[src/rtl/llr_pkg.sv]
// Shared constants and helpers for the LLR min / min-sum pipeline.
package llr_pkg;

    localparam int unsigned LLR_W = 8;

    localparam logic MODE_UMIN = 1'b0;
    localparam logic MODE_FSUM = 1'b1;

    // Magnitude of a sign-extended w-bit value, clamped so -2^(w-1) maps to 2^(w-1)-1.
    function automatic logic [31:0] sat_abs(input logic [31:0] x, input int unsigned w);
        logic [31:0] max_mag;
        logic [31:0] mag;
        max_mag = (32'd1 << (w - 1)) - 32'd1;
        mag     = x[31] ? (~x + 32'd1) : x;
        return (mag > max_mag) ? max_mag : mag;
    endfunction

endpackage

[src/rtl/llr_min_lane.sv]
// One lane of the two-stage min / min-sum datapath; enables come from the top-level handshake.
module llr_min_lane
    import llr_pkg::*;
#(
    parameter int unsigned W = LLR_W
) (
    input  logic         clk,
    input  logic         rst_n,
    input  logic         en1_i,
    input  logic         en2_i,
    input  logic         mode_i,
    input  logic [W-1:0] a_i,
    input  logic [W-1:0] b_i,
    output logic [W-1:0] res_o,
    output logic         sel_o
);

    logic [W-1:0] ma_d, ma_q;
    logic [W-1:0] mb_d, mb_q;
    logic         sgn_d, sgn_q;
    logic         mode_d, mode_q;
    logic [W-1:0] res_d, res_q;
    logic         sel_d, sel_q;

    logic [31:0]  a_ext, b_ext;
    logic         lt;
    logic [W-1:0] m;

    assign a_ext = 32'($signed(a_i));
    assign b_ext = 32'($signed(b_i));

    always_comb begin
        mode_d = mode_i;
        ma_d   = a_i;
        mb_d   = b_i;
        sgn_d  = 1'b0;
        if (mode_i == MODE_FSUM) begin
            ma_d  = W'(sat_abs(a_ext, W));
            mb_d  = W'(sat_abs(b_ext, W));
            sgn_d = a_i[W-1] ^ b_i[W-1];
        end
    end

    // Ties pick B, as the legacy comparator did.
    always_comb begin
        lt    = (ma_q < mb_q);
        m     = lt ? ma_q : mb_q;
        sel_d = !lt;
        res_d = ((mode_q == MODE_FSUM) && sgn_q) ? -m : m;
    end

    always_ff @(posedge clk or negedge rst_n) begin
        if (!rst_n) begin
            ma_q   <= '0;
            mb_q   <= '0;
            sgn_q  <= 1'b0;
            mode_q <= MODE_UMIN;
            res_q  <= '0;
            sel_q  <= 1'b0;
        end else begin
            if (en1_i) begin
                ma_q   <= ma_d;
                mb_q   <= mb_d;
                sgn_q  <= sgn_d;
                mode_q <= mode_d;
            end
            if (en2_i) begin
                res_q <= res_d;
                sel_q <= sel_d;
            end
        end
    end

    assign res_o = res_q;
    assign sel_o = sel_q;

endmodule

[src/rtl/llr_min_pipe.sv]
// Two-stage, full-throughput LANES-wide unsigned-min / polar min-sum f unit with valid/ready.
module llr_min_pipe
    import llr_pkg::*;
#(
    parameter int unsigned W     = LLR_W,
    parameter int unsigned LANES = 4
) (
    input  logic               clk,
    input  logic               rst_n,
    input  logic               in_valid,
    output logic               in_ready,
    input  logic               in_mode,
    input  logic [LANES*W-1:0] in_a,
    input  logic [LANES*W-1:0] in_b,
    output logic               out_valid,
    input  logic               out_ready,
    output logic [LANES*W-1:0] out_res,
    output logic [LANES-1:0]   out_sel
);

    logic s1_valid_d, s1_valid_q;
    logic s2_valid_d, s2_valid_q;
    logic en1, en2;

    // Ready ripples back combinationally; a full pipe still accepts when the output drains.
    assign en2      = !s2_valid_q || out_ready;
    assign en1      = !s1_valid_q || en2;
    assign in_ready = en1;

    always_comb begin
        s1_valid_d = en1 ? in_valid : s1_valid_q;
        s2_valid_d = en2 ? s1_valid_q : s2_valid_q;
    end

    always_ff @(posedge clk or negedge rst_n) begin
        if (!rst_n) begin
            s1_valid_q <= 1'b0;
            s2_valid_q <= 1'b0;
        end else begin
            s1_valid_q <= s1_valid_d;
            s2_valid_q <= s2_valid_d;
        end
    end

    assign out_valid = s2_valid_q;

    for (genvar i = 0; i < LANES; i++) begin : g_lane
        llr_min_lane #(
            .W(W)
        ) u_lane (
            .clk   (clk),
            .rst_n (rst_n),
            .en1_i (en1),
            .en2_i (en2),
            .mode_i(in_mode),
            .a_i   (in_a[i*W +: W]),
            .b_i   (in_b[i*W +: W]),
            .res_o (out_res[i*W +: W]),
            .sel_o (out_sel[i])
        );
    end

endmodule

[config.mk]
export PLATFORM = sky130hd
export DESIGN_NAME = llr_min_pipe
export DESIGN_NICKNAME = d
export VERILOG_FILES = /design/src/rtl/llr_pkg.sv /design/src/rtl/llr_min_lane.sv /design/src/rtl/llr_min_pipe.sv
export SDC_FILE = /design/constraint.sdc
export NUM_CORES = 1
export LEC_CHECK = 0
export ABC_AREA = 1
export BUFFER_PORTS_ARGS = -buffer_cell sky130_fd_sc_hd__clkbuf_2
export CORE_MARGIN = 1
export CORE_UTILIZATION = 30
export CTS_CLUSTER_DIAMETER = 60
export DETAILED_ROUTE_END_ITERATION = 7
export HOLD_SLACK_MARGIN = 0.05
export MAX_ROUTING_LAYER = met4
export PLACE_DENSITY = 0.47
export SYNTH_ARGS = -nofsm -noshare
export SYNTH_HDL_FRONTEND = slang
export SYNTH_HIERARCHICAL = 1
export SYNTH_SLANG_ARGS = --single-unit
[constraint.sdc]
create_clock -name clk -period 2.05 [get_ports clk]
set_input_delay 0.1025 -clock clk [delete_from_list [all_inputs] [get_ports clk]]
set_output_delay 0.1025 -clock clk [all_outputs]
set_load 0.01 [all_outputs]
Word-level counts from Yosys, hierarchy flattened
Cells that the tools add are included.
{"block": "word_totals", "reg_bits": 107, "input_bits": 69, "out_inout_bits": 38, "wordCells": 107}
{"block": "op_classes", "add_sub_neg": 12, "n_lt_le_gt_ge": 12, "mux": 36, "bitwise_logic": 12, "reduce_logical": 12}
{"cell": "adder 32 x 1 -> 32 bit, second input constant", "count": 8}
{"cell": "greater-than comparator 32 x 7 -> 1 bit, second input constant", "count": 8}
{"cell": "two-way mux 32 bit", "count": 8}
{"cell": "inverter 32 bit", "count": 8}
{"cell": "two-way mux 8 bit", "count": 24}
{"cell": "less-than comparator 8 bit", "count": 4}
{"cell": "negator 8 bit", "count": 4}
{"cell": "zero test 1 bit", "count": 6}
{"cell": "logical AND 1 bit", "count": 4}
{"cell": "two-way mux 1 bit", "count": 4}
{"cell": "bitwise XOR 1 bit", "count": 4}
{"cell": "logical OR 1 bit", "count": 2}

Depth between registers and ports, before layout
{"block": "logic_depth", "word_depth": 6, "depth_mapped": 18, "ltp_nobuf": 18}

Cells and area by module
The synthesis kept the hierarchy.
{"module": "llr_min_lane (g_lane[1].u_lane ...)", "instances": 3, "cells_each": 249, "area_per_inst_um2": 1844.3, "seq_area_each_um2": 675.6}
{"module": "llr_min_lane (g_lane[0].u_lane)", "instances": 1, "cells_each": 254, "area_per_inst_um2": 1885.6, "seq_area_each_um2": 675.6}
{"module": "llr_min_pipe", "instances": 1, "cells_each": 9, "area_per_inst_um2": 82.6, "seq_area_each_um2": 50.0}

Worst setup path after synthesis
Ideal clock, no wire load.
{"block": "synth_path", "path_kind": "reg2reg", "startpoint": "reg g_lane[1].u_lane.ma_q[7]", "endpoint": "reg g_lane[1].u_lane.res_q[6]", "setup_ns": 0.117, "t_arrival_ns": 1.847, "required_ns": 1.933, "setup_slack_ns": 0.086, "stages_incl_launch_ff": 15, "path_buffers": 1, "period_less_slack_ns": 1.964, "path_cell_list": "dfrtp_1 > ha_1 > a21oi_1 > o21a_1 > buf_6 > nand2_8 > nand2_1 > nand2_2 > ha_1 > nand2_2 > nor2_4 > nand2_1 > nand3b_1 > nand3_1 > nand2_1"}
{"block": "synth_between", "elab_chain_cells": 4}
{"item": "from (decl)", "line_no": "llr_min_lane.sv:18", "rtl": "logic [W-1:0] ma_d, ma_q;"}
{"item": "from (signal assigned)", "line_no": "llr_min_lane.sv:62", "rtl": "ma_q <= ma_d;"}
{"item": "less-than comparator 8 bit *", "line_no": "llr_min_lane.sv:46", "rtl": "lt = (ma_q < mb_q);"}
{"item": "two-way mux 8 bit *", "line_no": "llr_min_lane.sv:47", "rtl": "m = lt ? ma_q : mb_q;"}
{"item": "negator 8 bit", "line_no": "llr_min_lane.sv:49", "rtl": "res_d = ((mode_q == MODE_FSUM) && sgn_q) ? -m : m;"}
{"item": "two-way mux 8 bit *", "line_no": "llr_min_lane.sv:49"}
{"item": "to (signal assigned)", "line_no": "llr_min_lane.sv:68", "rtl": "res_q <= res_d;"}
{"item": "to (decl)", "line_no": "llr_min_lane.sv:22", "rtl": "logic [W-1:0] res_d, res_q;"}
Every way passes the cells marked *; elsewhere a longest branch is shown, timed or not.
A chain may end at the register's enable or synchronous reset.

Worst setup path in the final report
{"block": "layout_path", "startpoint": "reg g_lane[2].u_lane.ma_q[7]", "endpoint": "reg g_lane[2].u_lane.res_q[2]"}
{"block": "layout_between", "elab_chain_cells": 4}
{"item": "from (decl)", "line_no": "llr_min_lane.sv:18"}
{"item": "from (signal assigned)", "line_no": "llr_min_lane.sv:62"}
{"item": "less-than comparator 8 bit *", "line_no": "llr_min_lane.sv:46"}
{"item": "two-way mux 8 bit *", "line_no": "llr_min_lane.sv:47"}
{"item": "negator 8 bit", "line_no": "llr_min_lane.sv:49"}
{"item": "two-way mux 8 bit *", "line_no": "llr_min_lane.sv:49"}
{"item": "to (signal assigned)", "line_no": "llr_min_lane.sv:68"}
{"item": "to (decl)", "line_no": "llr_min_lane.sv:22"}
Marked as above.

==> run summary <==
status: finished, violations left
failing checks: negative setup slack
Primary FF master, synth: dfrtp_1
num rows: 57
synthesis-stage register bit count: 110
share of post-route cells with drive strength above 1: 0.317
Crit Path Max Fanout: 3
HP Class: input pin to register
crit path capture type: register
initial antenna violation count: 0
WP data required: 2.30 ns
final worst slack: -0.0320 ns
endpoints failing setup: 4
Leak: 5.45 nW
max cap viols: 0
maximum root-to-sink buffer count: 2
Nets: 1,350
Worst-path clk slew: 0.08 ns
Tightest Pin Transition: 0.512 ns
multi-input logic area: 4450 sq um
Antenna diodes: 0
Worst Skew: 0.0102 ns
FF/Latch Area: 2750 sq um
P_sw: 3.23 mW
Cell Chain, Critical Path: ha_4 -> nand2_1 -> o21a_1 -> buf_4 -> nand3b_1 -> nand2_4 -> ha_4 -> buf_4 -> nor2_1 -> xor2_1 -> o21ai_0
I/O pin count: 107
H-tree depth: 3
Distinct cells, synth: 36
total grt overflow: 0
critical path class: register to register
startpoint types: register
WP data arrival: 2.33 ns
Fin Setup TNS: -0.0739 ns
worst flop-to-flop path startpoint: g_lane[2].u_lane/ma_q[7]
number of global-route vias before repair: 6,865
die height: 160 um
die area: 25,600 sq um
Total GRT Usage: 0.171
PD cells: 830 nW/um^2
HPWL after detailed placement: 16,100 um
RSZ-0062 raised after global routing: yes
antenna violation net count after detailed routing: 0
GP Congestion: 0.836
via count: 7,082
CTS tree: done
Power Internal: 5.31 mW
clock power share: 0.219
Post-synth EDFFs: 0
worst hold start: in_a[28]
mapped cell area: 7500 sq um
CP peak stage delay: 0.41 ns
clk root buf: clkbuf_16
Port-buffer cells: 106
fin. max-slew vios: 0
crit path from: g_lane[2].u_lane/ma_q[7]
register share of total power: 0.333
DRT iter0 DRCs: 314
Post-route DRC: 0
combinational power share: 0.449
Skew-Pair Late Insertion Delay: 0.36 ns
net count after synthesis: 1,119
Post-synth ARST share: 1.00
Synth-to-Final Area Change: 37.2%
peak supply drop: 0.364 mV
final hold vios: 0
Pre-Repair DR Iteration Count: 4
Sink Count: 110
first-pass GRT wire length: 34,300 um
Tcrit/Tclk final: 1.02
Core Box Area: 24,400 sq um
Avg Cell Area, Syn: 7.43 sq um
Slew Limit Headroom: 0.659
total CTS buffers: 9
wirelength, routed: 21,100 um
Avg WL per Cell: 13.5 um
largest net degree at the start of global routing: 43
post-route minimum period: 2.08 ns
slowest CP cell: dfrtp_1
max frequency: 0.480 GHz
vias per cell: 4.51
pre-CTS setup slack: -0.109 ns
Sw Share: 0.378
die width: 160 um
Fillers: 2,531
sequential area share after synthesis: 0.367
starting density of the core: 0.308
Mapped Cells: 1,010
Ys Warns: 6
==> placed cells by master, fill, tap and decap left out, types with 5 or more instances in the layout <==
| master | Yosys | final |
|---|---|---|
| inv_1 | 178 | 160 |
| ha_1 | 40 | 19 |
| nand3_2 | 8 | 11 |
| or2_2 | 6 | 6 |
| nor3b_1 | 7 | 7 |
| buf_4 | 3 | 100 |
| ha_4 | 0 | 21 |
| clkbuf_16 | 0 | 9 |
| dfrtp_1 | 110 | 110 |
| xnor2_1 | 8 | 8 |
| o22ai_1 | 28 | 28 |
| nand2_4 | 7 | 23 |
| nor2_4 | 3 | 6 |
| nor2_1 | 73 | 65 |
| nand3_1 | 65 | 60 |
| nand4_1 | 7 | 7 |
| clkbuf_2 | 0 | 105 |
| o21ai_1 | 0 | 5 |
| o221ai_1 | 8 | 8 |
| xor2_1 | 20 | 20 |
| a22oi_1 | 6 | 6 |
| buf_12 | 0 | 6 |
| a21oi_1 | 31 | 20 |
| nor2_2 | 1 | 6 |
| dlygate4sd3_1 | 0 | 20 |
| nor3_1 | 10 | 10 |
| nand2_2 | 35 | 45 |
| nand2_1 | 239 | 213 |
| buf_6 | 4 | 6 |
| inv_2 | 8 | 26 |
| nand3b_1 | 9 | 9 |
| a32oi_1 | 8 | 8 |
| a21oi_2 | 0 | 11 |
| a31oi_1 | 16 | 16 |
| o21ai_0 | 43 | 38 |
==> metal layers <==
metal,up-vias,share of wire,track usage
li1,3722,-,-
met1,3266,0.49,0.226
met2,84,0.47,0.278
met3,10,0.028,0.0270
met4,0,0.0058,0.0312
met5,-,0,-
==> cell families (layout without fill, tap and decap cells) <==
logic type                 after synthesis  after routing  synth area share
and+or+nand+nor                        474            474             0.299
buffers and inverters                  206            442             0.110
AOI/OAI and AO/OA                      152            152             0.124
DFF                                    110            110             0.367
adders and majority gates               40             40            0.0667
xor gates and xnor gates                28             28            0.0327
==> per-stage QoR <==
step,utilization,total power [mW],hold WS [ns],area (sq um),instances
after global routing,0.422,9.20,0.0915,10300,1570
after CTS,0.400,8.23,0.0544,9750,1553
final,0.422,8.55,0.0763,10300,1570
after detailed placement,0.372,6.15,0.121,9080,1514
after floorplan,-,4.81,-0.193,7500,1010
after global placement,0.372,6.13,0.125,9080,1514
==> power by group through the flow <==
stage	Clock, mW	Combinational (mW)	Sequential [mW]
4_1_cts	1.97	3.44	2.83
6_report	1.87	3.84	2.84
3_3_place_gp	0	3.27	2.86
5_1_grt	2.02	4.28	2.90
3_5_place_dp	0	3.29	2.86
2_1_floorplan	0	1.88	2.93
==> Yosys cell counts (all sizes together), types with 10 or more instances <==
library cell / count / area share
a21oi: 31 / 0.021
a31oi: 16 / 0.013
dfrtp: 110 / 0.37
ha: 40 / 0.067
inv: 186 / 0.093
nand2: 285 / 0.17
nand3: 73 / 0.054
nor2: 77 / 0.042
nor3: 10 / 0.0067
o21ai: 43 / 0.029
o22ai: 28 / 0.023
xor2: 20 / 0.023
==> registers in the layout, summed over array words and instances, names as in the netlist <==
signal                cells
g_lane.u_lane/mode_q      4
g_lane.u_lane/mb_q       32
s1_valid_q                1
g_lane.u_lane/ma_q       32
g_lane.u_lane/res_o      32
g_lane.u_lane/sgn_q       4
out_valid                 1
g_lane.u_lane/sel_o       4
==> cell type report <==
| type | count | share of cell area |
|---|---|---|
| clock buffers | 10 | 0.0232 |
| repair buffers | 237 | 0.162 |
| flip-flops and latches | 110 | 0.267 |
| multi-input cells | 694 | 0.433 |
| clock inverters | 6 | 0.00669 |
| well taps | 324 | 0.0394 |
| inverters | 189 | 0.0689 |
==> critical path, delay by kind of cell, from the launching register on <==
family	cells	cell delay, ns
buffers and inverters	2	0.26
AO/OA/AOI/OAI	2	0.32
XOR/XNOR	1	0.14
adder cells (fa/ha/maj)	2	0.44
AND/OR/NAND/NOR	4	0.41
flip-flops	1	0.41
==> worst paths after layout <==
check                                       endpoint  slack [ns]  cells past startpoint
min                         g_lane[3].u_lane/ma_q[4]        0.08                      3
max reg2reg                g_lane[2].u_lane/res_o[2]       -0.03                     11
min in group asynchronous   g_lane[3].u_lane/mb_q[2]        0.25                      2
min reg2reg                g_lane[3].u_lane/res_o[6]        0.47                      2
max in group asynchronous   g_lane[2].u_lane/mb_q[6]        1.17                      3
max                        g_lane[2].u_lane/res_o[2]       -0.03                     11
==> timing repair <==
item / in CTS / in global routing
hold buffers: 20 / 0
setup endpoints to repair: 20 / 28
endpoints found under the hold margin: 51 / 0
setup buffers: 3 / 17
pin swaps: 17 / 63
gates resized for setup: 26 / 101
No activity file was read; power rests on OpenSTA's default activity.
